[src/rtl/dac_pkg.sv]
// rtl/dac_pkg.sv - shared types and constants for the reference DAC serial write engine
//
// Purpose: frame state encoding, default frame width, interval counter width and
// the idle/reset levels of the DAC pins.
// Ports: none (package).
package dac_pkg;

  // Default frame length in bits (width of the DAC word).
  localparam int DATA_W_DEF = 16;

  // Width of the interval counter; HALF and GAP must each fit in 1..255.
  localparam int CNT_W = 8;

  // Pin levels while in reset or idle: frame deselected, clock parked high.
  localparam logic SYNC_RST = 1'b1;
  localparam logic SCLK_RST = 1'b1;
  localparam logic SDI_RST  = 1'b0;

  typedef enum logic [2:0] {
    ST_IDLE  = 3'd0,
    ST_SETUP = 3'd1,
    ST_LOW   = 3'd2,
    ST_HIGH  = 3'd3,
    ST_GAP   = 3'd4
  } state_e;

endpackage

[src/rtl/dac_tick_gen.sv]
// rtl/dac_tick_gen.sv - loadable down-counter that flags the last cycle of an interval
//
// Purpose: times the SETUP/LOW/HIGH half-periods and the post-frame GAP.
// Loading N-1 on a state entry makes tick rise on the N-th cycle of that state.
// Ports:
//   clk      in   system clock
//   rst_n    in   asynchronous active-low reset
//   load     in   reload the counter this cycle
//   load_val in   interval length minus one
//   tick     out  high on the final cycle of the current interval
module dac_tick_gen
  import dac_pkg::*;
(
  input  logic             clk,
  input  logic             rst_n,
  input  logic             load,
  input  logic [CNT_W-1:0] load_val,
  output logic             tick
);

  logic [CNT_W-1:0] cnt_q;
  logic [CNT_W-1:0] cnt_d;

  // Saturates at zero so an unreloaded counter just keeps reporting expiry.
  always_comb begin
    cnt_d = cnt_q;
    if (load) begin
      cnt_d = load_val;
    end else if (cnt_q != '0) begin
      cnt_d = cnt_q - CNT_W'(1);
    end
  end

  always_ff @(posedge clk or negedge rst_n) begin
    if (!rst_n) begin
      cnt_q <= '0;
    end else begin
      cnt_q <= cnt_d;
    end
  end

  assign tick = (cnt_q == '0);

endmodule

[src/rtl/dac_serial_ctrl.sv]
// rtl/dac_serial_ctrl.sv - serial write engine for the 16-bit reference DAC (SYNC/SCLK/SDI)
//
// Purpose: on a rising edge of ctrl while idle, latch dato and shift it out
// MSB-first in one SYNC-low frame, SCLK = clk / (2*HALF), then hold SYNC high
// for GAP cycles before accepting another start.
// Ports:
//   clk    in   50 MHz system clock
//   rst_n  in   asynchronous active-low reset
//   ctrl   in   start request, acted on at its rising edge
//   dato   in   word to send, sampled on the accepted start edge
//   sync   out  DAC frame select, active low
//   sdi    out  serial data, valid around the SCLK falling edge
//   sclk   out  serial clock, idles high
//   busy   out  frame or gap in progress
//   done   out  one-cycle pulse on the last gap cycle
module dac_serial_ctrl
  import dac_pkg::*;
#(
  parameter int DATA_W = DATA_W_DEF,
  parameter int HALF   = 2,
  parameter int GAP    = 4
) (
  input  logic              clk,
  input  logic              rst_n,
  input  logic              ctrl,
  input  logic [DATA_W-1:0] dato,
  output logic              sync,
  output logic              sdi,
  output logic              sclk,
  output logic              busy,
  output logic              done
);

  localparam int               BIT_W   = $clog2(DATA_W);
  localparam logic [CNT_W-1:0] HALF_M1 = CNT_W'(HALF - 1);
  localparam logic [CNT_W-1:0] GAP_M1  = CNT_W'(GAP - 1);

  state_e            state_q, state_d;
  logic [DATA_W-1:0] sr_q, sr_d;
  logic [BIT_W-1:0]  bit_q, bit_d;
  logic              ctrl_q, ctrl_d;
  logic              arm_q, arm_d;
  logic              sync_q, sync_d;
  logic              sclk_q, sclk_d;
  logic              sdi_q, sdi_d;
  logic              busy_q, busy_d;
  logic              done_q, done_d;

  logic              start;
  logic              in_frame;
  logic              tick;
  logic              load;
  logic [CNT_W-1:0]  load_val;

  dac_tick_gen u_tick (
    .clk      (clk),
    .rst_n    (rst_n),
    .load     (load),
    .load_val (load_val),
    .tick     (tick)
  );

  // arm_q keeps the first cycle after reset from seeing a fake edge against
  // the cleared history, so a ctrl already high at release starts nothing.
  // busy_q covers the one cycle where the FSM is back in IDLE but the pins
  // still show the final gap cycle; an edge there is dropped, not queued.
  assign start = ctrl && !ctrl_q && arm_q && !busy_q;

  // Next-state and datapath.
  always_comb begin
    state_d  = state_q;
    sr_d     = sr_q;
    bit_d    = bit_q;
    ctrl_d   = ctrl;
    arm_d    = 1'b1;
    load     = 1'b0;
    load_val = HALF_M1;

    unique case (state_q)
      ST_IDLE: begin
        if (start) begin
          state_d = ST_SETUP;
          sr_d    = dato;
          bit_d   = BIT_W'(DATA_W - 1);
          load    = 1'b1;
        end
      end
      ST_SETUP: begin
        if (tick) begin
          state_d = ST_LOW;
          load    = 1'b1;
        end
      end
      ST_LOW: begin
        if (tick) begin
          state_d = ST_HIGH;
          load    = 1'b1;
          // Shift together with the HIGH entry so the next bit appears on
          // the pin alongside the SCLK rising edge; the last bit is held.
          if (bit_q != '0) begin
            sr_d = {sr_q[DATA_W-2:0], 1'b0};
          end
        end
      end
      ST_HIGH: begin
        if (tick) begin
          load = 1'b1;
          if (bit_q == '0) begin
            state_d  = ST_GAP;
            load_val = GAP_M1;
          end else begin
            state_d = ST_LOW;
            bit_d   = bit_q - BIT_W'(1);
          end
        end
      end
      ST_GAP: begin
        if (tick) begin
          state_d = ST_IDLE;
        end
      end
      default: begin
        state_d = ST_IDLE;
      end
    endcase
  end

  // Pin values are decoded from the current state and registered, so each
  // pin trails the state register by one cycle and never glitches.
  always_comb begin
    in_frame = (state_q == ST_SETUP) || (state_q == ST_LOW) || (state_q == ST_HIGH);
    sync_d   = in_frame ? 1'b0 : SYNC_RST;
    sclk_d   = (state_q == ST_LOW) ? 1'b0 : SCLK_RST;
    sdi_d    = in_frame ? sr_q[DATA_W-1] : SDI_RST;
    busy_d   = (state_q != ST_IDLE);
    done_d   = (state_q == ST_GAP) && tick;
  end

  always_ff @(posedge clk or negedge rst_n) begin
    if (!rst_n) begin
      state_q <= ST_IDLE;
      sr_q    <= '0;
      bit_q   <= '0;
      ctrl_q  <= 1'b0;
      arm_q   <= 1'b0;
      sync_q  <= SYNC_RST;
      sclk_q  <= SCLK_RST;
      sdi_q   <= SDI_RST;
      busy_q  <= 1'b0;
      done_q  <= 1'b0;
    end else begin
      state_q <= state_d;
      sr_q    <= sr_d;
      bit_q   <= bit_d;
      ctrl_q  <= ctrl_d;
      arm_q   <= arm_d;
      sync_q  <= sync_d;
      sclk_q  <= sclk_d;
      sdi_q   <= sdi_d;
      busy_q  <= busy_d;
      done_q  <= done_d;
    end
  end

  assign sync = sync_q;
  assign sclk = sclk_q;
  assign sdi  = sdi_q;
  assign busy = busy_q;
  assign done = done_q;

endmodule

[config.mk]
export PLATFORM = sky130hd
export DESIGN_NAME = dac_serial_ctrl
export DESIGN_NICKNAME = d
export VERILOG_FILES = /design/src/rtl/dac_pkg.sv /design/src/rtl/dac_tick_gen.sv /design/src/rtl/dac_serial_ctrl.sv
export SDC_FILE = /design/constraint.sdc
export NUM_CORES = 1
export LEC_CHECK = 0
export BUFFER_PORTS_ARGS = -buffer_cell sky130_fd_sc_hd__buf_2
export CORE_MARGIN = 8
export CORE_UTILIZATION = 40
export DETAILED_ROUTE_END_ITERATION = 12
export PLACE_DENSITY = 0.68
export SETUP_SLACK_MARGIN = 0.4
export SLEW_MARGIN = 20
export SYNTH_ARGS = -nofsm -noshare
export SYNTH_HDL_FRONTEND = slang
export SYNTH_SLANG_ARGS = --single-unit
export TNS_END_PERCENT = 30
[constraint.sdc]
create_clock -name clk -period 5.1 [get_ports clk]
set_clock_uncertainty 0.05 [all_clocks]
set_input_delay 0.255 -clock clk [delete_from_list [all_inputs] [get_ports clk]]
set_output_delay 0.255 -clock clk [all_outputs]
set_load 0.02 [all_outputs]
==> results of run 1 <==
-- logic make-up after synthesis --
group,count (synthesis)
AOI/OAI and AO/OA,21
xor gates and xnor gates,3
other,1
and+or+nand+nor,49
adders and majority gates,4
buffers and inverters,17
muxes,32
DFF,38
-- metrics by stage --
step | cell area, sq um | power [mW]
final | 2210 | 1.30
after global routing | 2210 | 1.40
after CTS | 2210 | 1.32
after detailed placement | 2070 | 1.01
after global placement | 2070 | 0.995
after floorplan | 1950 | 0.942
-- critical path: cells and delay by family (launching register included) --
| family | cells | cell delay (ns) |
|---|---|---|
| and+or+nand+nor | 2 | 1.05 |
| AOI/OAI and AO/OA | 1 | 0.79 |
| muxes | 1 | 0.41 |
| DFF | 1 | 0.38 |
| adders and majority gates | 1 | 0.19 |
| buffers and inverters | 1 | 0.11 |
-- worst paths after layout --
check                                            start                           to  cells past startpoint
hold / removal                                   rst_n  u_tick.cnt_q[0]$_DFFE_PN0P_                      1
hold reg to reg                    sr_q[9]$_DFFE_PN0P_          sr_q[9]$_DFFE_PN0P_                      1
setup reg to reg           u_tick.cnt_q[0]$_DFFE_PN0P_          sr_q[6]$_DFFE_PN0P_                      6
setup / recovery           u_tick.cnt_q[0]$_DFFE_PN0P_          sr_q[6]$_DFFE_PN0P_                      6
min in group clk                                  ctrl             ctrl_q$_DFF_PN0_                      1
max in group asynchronous                        rst_n         sr_q[10]$_DFFE_PN0P_                      1
-- cells in the mapped netlist --
cell type	n	share of area [%]
or3_1	4	1.3
o22a_1	1	0.45
nand2b_1	2	0.64
o21ai_0	6	1.5
nor4_2	1	0.64
or4b_1	1	0.51
nor4b_1	1	0.45
mux2_2	14	8.1
o22ai_1	1	0.32
a311oi_1	2	0.90
dfrtp_1	36	46
or3b_1	1	0.45
nand2_1	5	0.96
dfstp_2	2	2.7
conb_1	1	0.19
xor2_1	1	0.45
inv_1	8	1.5
buf_6	3	1.7
buf_12	1	1.0
xnor2_1	2	0.90
nand3_1	1	0.26
nand3b_1	1	0.39
nor4_1	1	0.32
a32oi_1	1	0.45
buf_2	3	0.77
nor2_2	1	0.32
o21ai_1	2	0.51
clkbuf_1	1	0.19
buf_4	1	0.39
and3_1	2	0.64
mux2i_1	4	2.1
nor3_1	5	1.3
nor3b_1	4	1.5
ha_1	4	2.6
a21oi_1	5	1.3
mux2_4	8	6.2
a211oi_1	2	0.77
or4bb_1	1	0.58
nor2_1	13	2.5
mux2_1	6	3.5
o32ai_1	1	0.45
and4_1	3	1.3
or2_2	2	0.64
-- state kept, by name, indices dropped and copies added, names as in the netlist --
register and count:
bit_q 4, state_q 3, done 1, sr_q 16
sclk 1, sync 1, arm_q 1, u_tick.cnt_q 8
sdi 1, busy 1, ctrl_q 1
-- power groups by stage --
stage / clock [mW] / combinational, mW / sequential (mW)
2_1_floorplan: 0 / 0.429 / 0.513
3_3_place_gp: 0 / 0.468 / 0.526
3_5_place_dp: 0 / 0.478 / 0.527
4_1_cts: 0.317 / 0.479 / 0.523
5_1_grt: 0.331 / 0.528 / 0.541
6_report: 0.311 / 0.469 / 0.524
-- cell type report --
type | instances | area, sq um | share of cell area [%]
flip-flops and latches | 38 | 953 | 43.2
multi-input cells | 110 | 883 | 40.0
repair buffers | 23 | 115 | 5.21
well taps | 67 | 83.8 | 3.80
clock buffers | 6 | 82.6 | 3.74
clock inverters | 2 | 60.1 | 2.72
inverters | 8 | 30.0 | 1.36
-- per-layer routing --
layer / part of all wire [%] / vias to the layer above / routed length [microns] / global-route usage [%]
li1: - / 625 / - / -
met4: 1.6 / 0 / 52 / 5.25
met2: 44 / 21 / 1450 / 14.2
met3: 5.0 / 5 / 162 / 2.77
met1: 49 / 596 / 1590 / 11.8
met5: 0 / - / 0 / 0
==> impl_results.md, run 1 <==
* Gpl congestion at 0.736
* Placed insts at 246
* Maximum number of pins on one net before global-route repair at 39
* Initial antenna violation count at 0
* P_leak at 0.987 nW
* Non-Filler Instances at 254
* Area growth, synth to finish at 13.4%
* Slowest cell on crit path: o22a_1
* Mapped cell area at 1950 sq um
* Post-route setup slack at 2.00 ns
* Multiplexer share of the synthesized area at 19.8%
* Row count at 25
* Clock Latency Late Sink at 0.29 ns
* Pre-CTS setup slack at 1.98 ns
* Number of nets in the layout at 209
* Post-Synth Adder-Cell Area at 2.57%
* Vias per cell at 4.91
* Max_slew headroom at 41.0%
* Synth Area in Compound Gates at 6.68%
* CTS tree: done
* Clk pwr share at 23.9%
* Max-Cap Viols at 0
* Root Buffer: clkbuf_8
* Grt ovf at 0
* Most common cell after layout, fill and taps aside: dfrtp_1
* Post-synthesis average cell area at 11.8 sq um
* Synth Area in XOR/XNOR at 1.35%
* Tightest Pin Transition at 0.883 ns
* Hold_buf cts at 0
* Post-CTS Setup Repair Bufs at 0
* Hold Crit Class: input port to async pin
* Pwr dens at 591 nW/um^2
* DR vias at 1,247
* Clock tree sinks at 38
* Proportion of power drawn by combinational gates at 36.0%
* Post-Synth Simple-Gate Area at 14.8%
* Num CTS Buffers at 5
* Number of global-route vias before repair at 1,265
* Yosys reg bits at 38
* Worst VDD drop at 0.247 mV
* Flop pwr share at 40.2%
* Max-slew violations at 0
* Final setup violating endpoints at 0
* DR pass1 iterations at 4
* Io pins at 24
* Fillers at 448
* Commonest non-fill, non-tap cells in the layout: dfrtp_1, buf_2, mux2_2
* P_int at 0.892 mW
* Status: finished, final reports clean
* Clk slew on worst S/H paths at 0.08 ns
* Largest family of logic cells by synthesized area: multiplexers
* DRC at 0
* Setup CP Type: flip-flop to flip-flop
* Switching Fraction at 31.6%
* Die span in x at 85.8 microns
* Critical Path Fanout Max at 16
* Final min period at 3.10 ns
* Dpl hpwl at 2350 microns
* Layout cells sized above 1 at 31.6%
* Final hold viol count at 0
* Synthesized net count at 188
* Initial Util at 41.2%
* Port Buf Inserts at 23
* Fmax at 0.323 GHz
* RSZ-0062 raised after global routing: false
* Post-Synthesis Cells at 165
* Worst EP arrival at 3.22 ns
* CTS HTree Levels at 2
* Switch Pwr at 0.413 mW
* Synth unique cells at 43
* Iteration-0 DRC Markers at 65
* Core Region at 4720 sq um
* Final core occ at 46.8%
* CP Launch Type: flip-flop
* Synth warnings at 0
* Setup TNS at 0 ns
* Worst path max stage delay at 0.79 ns
* Cts repair resizes at 0
* Die area at 7360 sq um
* Post-DR wirelength/cell at 12.8 microns
* First-pass GRT wire length at 5550 microns
* Antenna cell count at 0
* Die Span Y at 85.8 microns
* Total GRT Usage at 9.44%
* Routed WL at 3250 microns
* Period utilization at 60.7%
* Longest Clk Path Bufs at 2
* Crit end category: flip-flop
* Required time worst endpoint at 5.23 ns
* Seq/Total Area, Yosys at 49.0%
* Hold slack at 0.0109 ns
* FF-to-FF setup slack at 2.00 ns
* Sequence of cells on the critical path: inv_1 -> ha_1 -> or4b_1 -> nor2_1 -> o22a_1 -> mux2_2
* Antenna viol nets, final at 0
Power figures use the tool's default switching activity.
==> inputs of run 2 (changes only) <==
Settings changed: ABC_AREA set to 1, PLACE_DENSITY 0.68 to 0.67.
Clock period 5.1 ns to 2.9 ns, I/O delays scaled along.
==> run 2 against run 1 <==
Global-route usage up 1.2 points. Core utilization down 0.13 points. Sequential share of layout area down 2.6 points.
==> impl_results.md, run 2 <==
* Status: finished, final reports clean
* DR vias at 1,537
* Top Registers: sr_q: 16 flops, u_tick.cnt_q: 8 flops, bit_q: 4 flops
* Area contributors post-synth: dfrtp_1, nand2_1, o21ai_2
* Leading register cell type out of synthesis: dfrtp_1
* Port Buf Inserts at 23
* EDFF count, synth at 0
* Required time worst endpoint at 3.01 ns
* Io pins at 24
* Synth unique cells at 26
* Seq/Total Area, Yosys at 46.3%
* Gpl congestion at 0.805
* Clock Latency Late Sink at 0.29 ns
* Setup CP Type: flip-flop to flip-flop
* Maximum number of pins on one net before global-route repair at 39
* Number of global-route vias before repair at 1,509
* CTS HTree Levels at 2
* Routed WL at 3580 microns
* Layout cells sized above 1 at 31.9%
* FF-to-FF setup slack at 0.76 ns
* Number of nets in the layout at 295
* Synthesized net count at 269
* Most common cell after layout, fill and taps aside: nand2_1
* Root Buffer: clkbuf_8
* Max reg flops at 16
* Clock tree sinks at 38
* Antenna cell count at 0
* Commonest non-fill, non-tap cells in the layout: nand2_1, dfrtp_1, inv_1
* Crit end category: flip-flop
* Max-slew violations at 0
* Async set or reset register ratio after synthesis at 100%
* Overall power at 2.60 mW
* FF+latch area at 953 sq um
* Critical R2R Launch: state_q[0]$_DFFE_PN0P_
* Fmax at 0.468 GHz
* Hold slack at 0.0391 ns
* Post-synthesis average cell area at 8.37 sq um
* Die area at 7700 sq um
* Yosys reg bits at 38
* Non-Filler Instances at 343
* Iteration-0 DRC Markers at 50
* Post-Synthesis Cells at 246
* Total GRT Usage at 10.6%
* Num CTS Buffers at 5
* Antenna viol nets, final at 0
* Fillers at 505
* Tightest Pin Transition at 0.843 ns
* CP Launch Type: flip-flop
* First-pass GRT wire length at 6380 microns
* Core Region at 5040 sq um
* Max-Cap Viols at 0
* Mapped cell area at 2060 sq um
* Final setup violating endpoints at 0
* Die Span Y at 87.8 microns
* Worst VDD drop at 0.388 mV
* Hold Crit Class: input port to flip-flop
* Initial Util at 40.8%
* DR pass1 iterations at 4
* RSZ-0062 raised after global routing: false
* Grt ovf at 0
* Pwr dens at 1110 nW/um^2
* Synth warnings at 0
* Critical Path Fanout Max at 32
* Top cell type by total area after synthesis: dfrtp_1
* Die span in x at 87.8 microns
* Final hold viol count at 0
* Period utilization at 73.8%
* Initial antenna violation count at 0
* Area growth, synth to finish at 14.2%
* P_leak at 1.25 nW
* Post-DR wirelength/cell at 10.4 microns
* Row count at 26
* Placed insts at 333
* Setup TNS at 0 ns
* Commonest cells in the netlist: nand2_1, dfrtp_1, inv_1, nand2_2
* CTS tree: done
* Vias per cell at 4.48
* Worst EP arrival at 2.25 ns
* Cts repair resizes at 0
* Most flops, register: sr_q
* Multi-input gate area at 905 sq um
* Crit path launch: state_q[0]$_DFFE_PN0P_
* Hold Crit Start: dato[0]
* Top-count cell post-synth: nand2_1
* Dpl hpwl at 2600 microns
* Yosys top cell area share at 43.7%
* Max_slew headroom at 43.6%
* Final min period at 2.14 ns
* DRC at 0
* Clk slew on worst S/H paths at 0.08 ns
* Longest Clk Path Bufs at 2
-- run 2: worst paths after layout --
check / endpoint / depth (start not counted)
max reg2reg: sr_q[3]$_DFFE_PN0P_ / 6
min in group asynchronous: bit_q[2]$_DFFE_PN0P_ / 2
min reg2reg: sr_q[0]$_DFFE_PN0P_ / 2
max: sr_q[3]$_DFFE_PN0P_ / 6
max in group asynchronous: sdi$_DFF_PN0_ / 2
min: sr_q[0]$_DFFE_PN0P_ / 3
-- run 2: worst max-delay path, stage by stage, from the launching register on --
cell     delay [ns]
dfrtp_1        0.43
nor2_1         0.19
nand2_2        0.31
o21ai_2        0.24
nand2_2        0.49
nand2_1        0.23
o21ai_2        0.07
-- run 2: kinds of logic after synthesis --
kind of cell	synth area share, %
fa+ha+maj	2.43
flops	46.3
buf+inv	9.78
compound gates	13.3
other cells	0.182
xor+xnor	2.13
simple gates	25.9
-- run 2: routing by layer --
metal  wire (microns)  track usage, %
met5                0               0
met4               83            5.63
met3              131            3.47
met2             1670            16.2
met1             1700            12.9
-- run 2: what timing repair did --
action,4_1_cts,5_1_grt
hold buffers,2,0
endpoints found under the hold margin,37,0
setup buffers,0,0
-- run 2: where the power goes --
part	switching, mW	internal, mW
Combinational	0.755	0.435
Clock	0.184	0.280
Sequential	0.164	0.781
Total	1.10	1.50
-- run 2: through the flow --
stage	area [sq um]	utilization (%)	setup slack [ns]
finish	2350	46.6	0.761
floorplan	2060	-	1.39
global placement	2210	43.9	0.797
global route	2350	46.6	0.568
CTS	2350	46.6	0.748
detailed placement	2210	43.9	0.764
-- run 2: final cells by class --
| cell class | instances | share of cell area [%] |
|---|---|---|
| inverters | 41 | 6.55 |
| flip-flops and latches | 38 | 40.6 |
| well taps | 70 | 3.73 |
| clock inverters | 1 | 1.28 |
| clock buffers | 7 | 3.67 |
| repair buffers | 25 | 5.75 |
| multi-input cells | 161 | 38.5 |
